$ cat src/rtl/imem_fetch_ctrl.sv
// imem_fetch_ctrl
//   Instruction-fetch sequencer for a 2^AW-word combinational instruction ROM.
//   Owns the byte-addressed fetch PC, drives the ROM word address, and buffers
//   fetched words in a DEPTH-entry prefetch FIFO that feeds decode over a
//   valid/ready handshake. Supports start/stop sequencing and branch redirect
//   with flush.
//
// Ports
//   clk          system clock, rising edge
//   reset        synchronous, active-high reset
//   start        pulse, IDLE -> RUN (with redirect also loads the fetch PC)
//   stop         pulse, RUN -> DRAIN
//   redirect     branch taken / flush request from execute
//   redirect_pc  byte-address redirect target, low two bits ignored
//   imem_addr    ROM word address, fetch_pc[AW+1:2]
//   imem_q       ROM read data for imem_addr
//   if_valid     FIFO head holds a valid instruction
//   if_ready     decode accepts the head this cycle
//   if_instr     head instruction
//   if_pc        byte PC of the head instruction
//   busy         state is not IDLE
//
// Optional build macro IMEM_FETCH_PERF_EN adds saturating counters
//   fetch_count  pushes into the FIFO
//   stall_count  RUN cycles with a full FIFO and no accept
//   flush_count  redirects that discarded at least one valid entry

module imem_fetch_ctrl #(
   parameter int             N        = 64,
   parameter int             AW       = 6,
   parameter int             DEPTH    = 2,
   parameter logic [N-1:0]   RESET_PC = '0
) (
   input  logic          clk,
   input  logic          reset,
   input  logic          start,
   input  logic          stop,
   input  logic          redirect,
   input  logic [N-1:0]  redirect_pc,
   output logic [AW-1:0] imem_addr,
   input  logic [31:0]   imem_q,
   output logic          if_valid,
   input  logic          if_ready,
   output logic [31:0]   if_instr,
   output logic [N-1:0]  if_pc,
   output logic          busy
`ifdef IMEM_FETCH_PERF_EN
   ,
   output logic [N-1:0]  fetch_count,
   output logic [N-1:0]  stall_count,
   output logic [N-1:0]  flush_count
`endif
);

   // state | meaning
   // IDLE  | no fetch, waiting for start
   // RUN   | fetch one word per cycle while the FIFO has room
   // DRAIN | no fetch, decode empties the FIFO, then IDLE
   typedef enum logic [1:0] {
      S_IDLE  = 2'd0,
      S_RUN   = 2'd1,
      S_DRAIN = 2'd2
   } state_t;

   localparam int            PW   = (DEPTH > 1) ? $clog2(DEPTH) : 1;
   localparam int            CW   = $clog2(DEPTH + 1);
   localparam logic [CW-1:0] FULL = CW'(DEPTH);

   state_t         state;
   logic [N-1:0]   fetch_pc;
   logic [N-1:0]   pc_mem    [DEPTH];
   logic [31:0]    instr_mem [DEPTH];
   logic [PW-1:0]  rd_ptr;
   logic [PW-1:0]  wr_ptr;
   logic [CW-1:0]  count;

   logic           flush;
   logic           accept;
   logic           pop;
   logic           push;
   logic [N-1:0]   redirect_target;

   assign imem_addr       = fetch_pc[AW+1:2];
   assign if_valid        = (count != '0);
   assign if_instr        = instr_mem[rd_ptr];
   assign if_pc           = pc_mem[rd_ptr];
   assign busy            = (state != S_IDLE);
   assign redirect_target = redirect_pc & ~N'(3);

   // A redirect outside IDLE wins over everything: the head being accepted
   // in the same cycle is discarded rather than counted as a pop.
   assign flush  = redirect && (state != S_IDLE);
   assign accept = if_valid && if_ready;
   assign pop    = accept && !flush;
   // A full FIFO still accepts a push when the head leaves in the same cycle.
   assign push   = (state == S_RUN) && !redirect && !stop &&
                   ((count != FULL) || accept);

   always_ff @(posedge clk) begin
      if (reset) begin
         state    <= S_IDLE;
         fetch_pc <= RESET_PC;
         rd_ptr   <= '0;
         wr_ptr   <= '0;
         count    <= '0;
         for (int i = 0; i < DEPTH; i++) begin
            pc_mem[i]    <= '0;
            instr_mem[i] <= '0;
         end
      end else begin
         if (flush) begin
            rd_ptr <= '0;
            wr_ptr <= '0;
            count  <= '0;
         end else begin
            if (push) begin
               pc_mem[wr_ptr]    <= fetch_pc;
               instr_mem[wr_ptr] <= imem_q;
               wr_ptr            <= wr_ptr + PW'(1);
            end
            if (pop) begin
               rd_ptr <= rd_ptr + PW'(1);
            end
            if (push && !pop) begin
               count <= count + CW'(1);
            end else if (pop && !push) begin
               count <= count - CW'(1);
            end
         end

         if (flush || ((state == S_IDLE) && start && redirect)) begin
            fetch_pc <= redirect_target;
         end else if (push) begin
            fetch_pc <= fetch_pc + N'(4);
         end

         case (state)
            S_IDLE: begin
               if (start) begin
                  state <= S_RUN;
               end
            end
            S_RUN: begin
               if (stop) begin
                  state <= S_DRAIN;
               end
            end
            S_DRAIN: begin
               if (redirect || (count == '0) || ((count == CW'(1)) && pop)) begin
                  state <= S_IDLE;
               end
            end
            default: begin
               state <= S_IDLE;
            end
         endcase
      end
   end

`ifdef IMEM_FETCH_PERF_EN
   logic stall;
   logic flush_hit;

   assign stall     = (state == S_RUN) && (count == FULL) && !accept;
   assign flush_hit = flush && if_valid;

   always_ff @(posedge clk) begin
      if (reset) begin
         fetch_count <= '0;
         stall_count <= '0;
         flush_count <= '0;
      end else begin
         if (push && (fetch_count != '1)) begin
            fetch_count <= fetch_count + N'(1);
         end
         if (stall && (stall_count != '1)) begin
            stall_count <= stall_count + N'(1);
         end
         if (flush_hit && (flush_count != '1)) begin
            flush_count <= flush_count + N'(1);
         end
      end
   end
`endif

endmodule
$ cat config.mk
export PLATFORM = sky130hd
export DESIGN_NAME = imem_fetch_ctrl
export DESIGN_NICKNAME = d
export VERILOG_FILES = /design/src/rtl/imem_fetch_ctrl.sv
export SDC_FILE = /design/constraint.sdc
export NUM_CORES = 1
export LEC_CHECK = 0
export ABC_AREA = 1
export CAP_MARGIN = 5
export CORE_UTILIZATION = 49
export CTS_CLUSTER_DIAMETER = 60
export DETAILED_ROUTE_END_ITERATION = 7
export PLACE_DENSITY = 0.77
export SYNTH_ARGS = -nofsm -noshare
export SYNTH_HDL_FRONTEND = slang
export SYNTH_SLANG_ARGS = --single-unit
$ cat constraint.sdc
create_clock -name clk -period 3.85 [get_ports clk]
set_input_delay 0.5775 -clock clk [delete_from_list [all_inputs] [get_ports clk]]
set_output_delay 0.5775 -clock clk [all_outputs]
set_load 0.05 [all_outputs]
== Yosys cells after proc, flatten, opt, wreduce, memory -nomap -nowiden ==
Memory sizes are Yosys's and may differ from the RTL's. A register that Yosys moved wholly into a read port is not among the register bits.
Index checks and enable logic that the tools add are counted.

* Add/sub/neg operators: 5
* Reduce and logical (&&, ||, !) cells: 31
* Eq/ne operators: 7
* Multiplexer cells: 24

{| class="wikitable"
|+ Operators with widths
! operator !! count
|-
| 2-to-1 mux 64 bit || 3
|-
| adder 64 x 3 -> 64 bit (second input constant) || 1
|-
| OR reduction 64 bit || 1
|-
| 2-to-1 mux 32 bit || 1
|-
| OR reduction 32 bit || 1
|-
| 2-to-1 mux 1 bit || 14
|-
| logical AND 1 bit || 11
|-
| 2-to-1 mux 2 bit || 5
|-
| != test 2 bit (second input constant) || 4
|-
| nonzero test 2 bit || 4
|-
| case mux 2 bit (3 select lines) || 1
|-
| zero test 1 bit || 5
|-
| equality test 2 x 1 -> 1 bit (second input constant) || 2
|-
| zero test 2 bit || 2
|-
| logical OR 1 bit || 4
|-
| OR reduction 2 bit || 2
|-
| AND reduction 3 bit || 1
|-
| adder 1 bit (second input constant) || 2
|-
| adder 2 x 1 -> 2 bit (second input constant) || 1
|-
| equality test 2 bit (second input constant) || 1
|-
| subtractor 2 x 1 -> 2 bit (second input constant) || 1
|}

* Memories kept: 2
* Logic and storage cells: 75
* Bits in writable memories: 192
* Flip-flop bits (word level): 70
* Output and inout port bits: 104

{| class="wikitable"
|+ Memory list
! memory !! depth !! width !! rd ports !! clocked after memory_dff !! wr ports !! line !! source
|-
| pc_mem || 2 || 64 || 1 || 1 || 2 || 71 || <nowiki>logic [N-1:0] pc_mem [DEPTH];</nowiki>
|-
| instr_mem || 2 || 32 || 1 || 1 || 2 || 72 || <nowiki>logic [31:0] instr_mem [DEPTH];</nowiki>
|}

== Logic depth before layout (Yosys ltp) ==
* Word-level depth: 10
* Depth in mapped cells: 12
* Mapped depth without buffers: 12

== Least setup slack after synthesis ==
Ideal clock, no wire load.

* Path type: register to register
* From: reg count[0]
* To: mem instr_mem[0][0], enable pin
* Buffers on the path: 2
* Period minus slack after synthesis: 4.194 ns
* Setup slack: -0.344 ns
* Cell stages (with the launch flop): 12
* Data arrival time: 3.738 ns
* Cells stage by stage: dfxtp_1 > inv_1 > ha_1 > inv_2 > a21boi_0 > nor2_1 > nand2_2 > inv_2 > nand3_2 > buf_2 > buf_2 > nand2_1

{| class="wikitable"
|+ RTL lines
! item !! line !! source
|-
| start, declared || 75 || <nowiki>logic [CW-1:0] count;</nowiki>
|-
| start signal, assigned || 125 || <nowiki>count <= count + CW'(1);</nowiki>
|-
| start signal, assigned || 127 || <nowiki>count <= count - CW'(1);</nowiki>
|-
| end, declared || 72 ||
|}

==> impl_summary.txt <==
----------------------------------------------------
[Run status]
  Outcome ... completed

[Placed design]
  Final HPWL from detailed placement ... 24600 microns
  Count of input and output buffers ... 201
  Gpl congestion ... 0.925
  Post-Place Cell Area ... 15300 sq um

[Floorplan]
  Initial core utilization ... 49.9%
  Width of the die ... 165 microns
  Die outline height ... 165 microns
  Count of pins on the block boundary ... 206
  Floorplan die area ... 27100 sq um
  Number of core rows ... 59
  Area of the placeable core ... 26000 sq um

[Clock network]
  Maximum clock path buffer count ... 3
  CTS H-tree depth ... 1
  Number of cells upsized or downsized after cts ... 0
  CTS tree ... done
  Clock Sink Count ... 257
  Number of buffers added by the clock tree synthesis step ... 28
  Master cell of the clock root buffer ... clkbuf_16
  Number of buffers added for setup after CTS ... 0
  Clock-pin slew on the worst setup and hold paths ... 0.06 ns
  CTS Hold Buffers Added ... 0
  Skew-Pair Late Insertion Delay ... 0.54 ns

[Synthesis]
  Portion of the post-synthesis area used by sequential elements ... 54.2%
  Most frequently used cell type in the post-synthesis netlist ... nor2_1
  Post-Synthesis Mean Instance Area ... 8.80 sq um
  Distinct cell type count of the synthesized netlist ... 34
  Gate count after technology mapping ... 1473
  Primary FF master, synth ... edfxtp_1
  EDFF count, synth ... 188
  Proportion of synthesized flip-flops having asynchronous set or reset ... 0%
  Post-Syn Area ... 13000 sq um
  Portion of synthesized cell area occupied by the leading cell type ... 43.6%
  Ranking of synthesized cells by instance count ... nor2_1, nand2_1, edfxtp_1
  Cell accounting for the most synthesized area ... edfxtp_1
  Number of register bits inferred by synthesis ... 257
  Yosys synthesis warning count ... 0
  Top cells by area in the synthesized netlist ... edfxtp_1, nor2_1, dfxtp_1

[Setup path]
  WP data arrival ... 2.66 ns
  Type of the worst setup path ... register to primary output
  Largest fanout on the critical path ... 27
  Required time of the critical path ... 3.27 ns
  Kind of launch point of the worst setup path ... register
  Crit. End Element ... primary output
  Slack of the worst reg-to-reg path ... 1.36 ns

[Layout]
  P&R area growth vs syn ... 25.7%
  Final Core Density ... 62.7%
  Layout cell share with drive strength beyond 1 ... 11.7%
  Final layout net count ... 1761
  Post-route design area ... 16300 sq um
  Antenna diode instance count ... 0

[Timing]
  RSZ-0062 raised after global routing ... no
  Final-report max-slew violation count ... 0
  Maximum clock frequency ... 309 MHz
  Count of endpoints failing setup in the final report ... 0
  Clock Skews ... 0.0119 ns
  Sum of negative setup slack ... 0 ns
  Period Utilization, post-route ... 84.1%
  Worst Max-Slew Pin Slew ... 0.797 ns
  Final period demand of the worst path ... 3.24 ns
  Final Hold Fails ... 0
  Headroom to the max-slew limit ... 46.5%
  WHS ... 0.493 ns

[Routing]
  Detailed-route via count ... 10782
  Violation count after the first detailed-route iteration ... 1049
  Via density per instance ... 5.36
  First-pass DRT Iterations ... 6
  Total wirelength of the detailed-routed design ... 35400 microns
  Number of antenna-violating nets in the routed design ... 0
  Drt wl/cell ... 17.6 microns
  Drc violations ... 0

[Power]
  Total power divided by cell area ... 438 nW/um^2
  Maximum ir drop on the vdd rail ... 0.319 mV
  Total leakage power ... 6.00 nW

[GRT]
  Pin count of the biggest net entering global routing ... 95
  Antenna violations before repair ... 0
  Global router's overall resource usage ... 25.8%
  Residual overflow from global routing ... 0
  Via count of the first global-routing pass ... 10166
  Wire length of the first global-routing pass ... 54100 microns

[Run]
  # Max-Cap Violations ... 0

[Min path]
  Hold Path Class ... register to register

----------------------------------------------------
## where the power goes
part,switching (mW),internal [mW],total (mW)
Clock,1.10,1.64,2.74
Combinational,0.755,0.452,1.21
Sequential,0.0900,3.09,3.18
## critical path, cell delays in order (launching register included)
cell             delay [ns]
dfxtp_4                0.56
buf_4                  0.41
mux2_2                 0.38
clkdlybuf4s50_1        0.73
## kinds of logic after synthesis
family / after synthesis / share of synthesized area (%)
other: 1 / 0.0289
buffers and inverters: 221 / 7.07
adders and majority gates: 5 / 0.483
DFF: 257 / 54.2
and+or+nand+nor: 786 / 25.0
xor gates and xnor gates: 3 / 0.203
AOI/OAI and AO/OA: 106 / 4.81
muxes: 94 / 8.17
## per-stage QoR
step	total power [mW]	worst slack, ns	std cells
4_1_cts	7.16	0.601	2011
6_report	7.13	0.612	2011
3_3_place_gp	4.42	1.06	1959
2_1_floorplan	4.01	0.583	1474
5_1_grt	7.37	0.515	2011
3_5_place_dp	4.44	1.05	1959
## state kept, by name, summed over array words and instances, names as in the netlist, named ones only
register / flops
wr_ptr: 1
state: 2
count: 2
rd_ptr: 1
fetch_pc: 62
instr_mem: 64
pc_mem: 124
## path summary, 6_finish.rpt
check | startpoint | endpoint | cells after the start
max reg2reg | count[0]$_SDFFE_PP0P_ | pc_mem[0][10]$_SDFFCE_PN0P_ | 10
min | fetch_pc[63]$_SDFFE_PP0P_ | fetch_pc[63]$_SDFFE_PP0P_ | 2
min reg2reg | fetch_pc[63]$_SDFFE_PP0P_ | fetch_pc[63]$_SDFFE_PP0P_ | 2
max | register | if_pc[28] | 3
## placed cells by master (no fill, tap or decap), drive strengths merged
cell type	synthesis	final
a211oi	1	1
mux2	94	94
a22oi	4	4
a21oi	37	37
nand3	85	85
conb	1	2
a31oi	14	14
o211ai	21	21
bufinv	0	3
a311oi	1	1
dfxtp	69	69
clkinv	0	4
o21ai	27	27
nand4	25	25
xnor2	1	1
nand3b	2	2
xor2	2	2
edfxtp	188	188
nand2	280	280
clkbuf	22	40
nor2	389	389
clkdlybuf4s50	0	201
ha	5	5
inv	150	152
nor3	5	5
buf	49	20
clkinvlp	0	3
a21boi	1	1
## routing by layer
metal	vias to the layer above	share of wire (%)	global-route usage, %
li1	5205	-	-
met1	5095	43	36.2
met2	435	47	42.4
met3	47	8.1	3.47
met4	0	2.0	5.96
met5	-	0	0
## final cells by class
type	count	area (sq um)
Clock buffer	40	797
Multi-Input combinational cell	996	5060
Tap cell	335	419
Timing Repair Buffer	221	2270
Fill cell	2137	9690
Clock inverter	12	148
Sequential cell	257	7030
Inverter	150	563
Power figures use the tool's default switching activity.
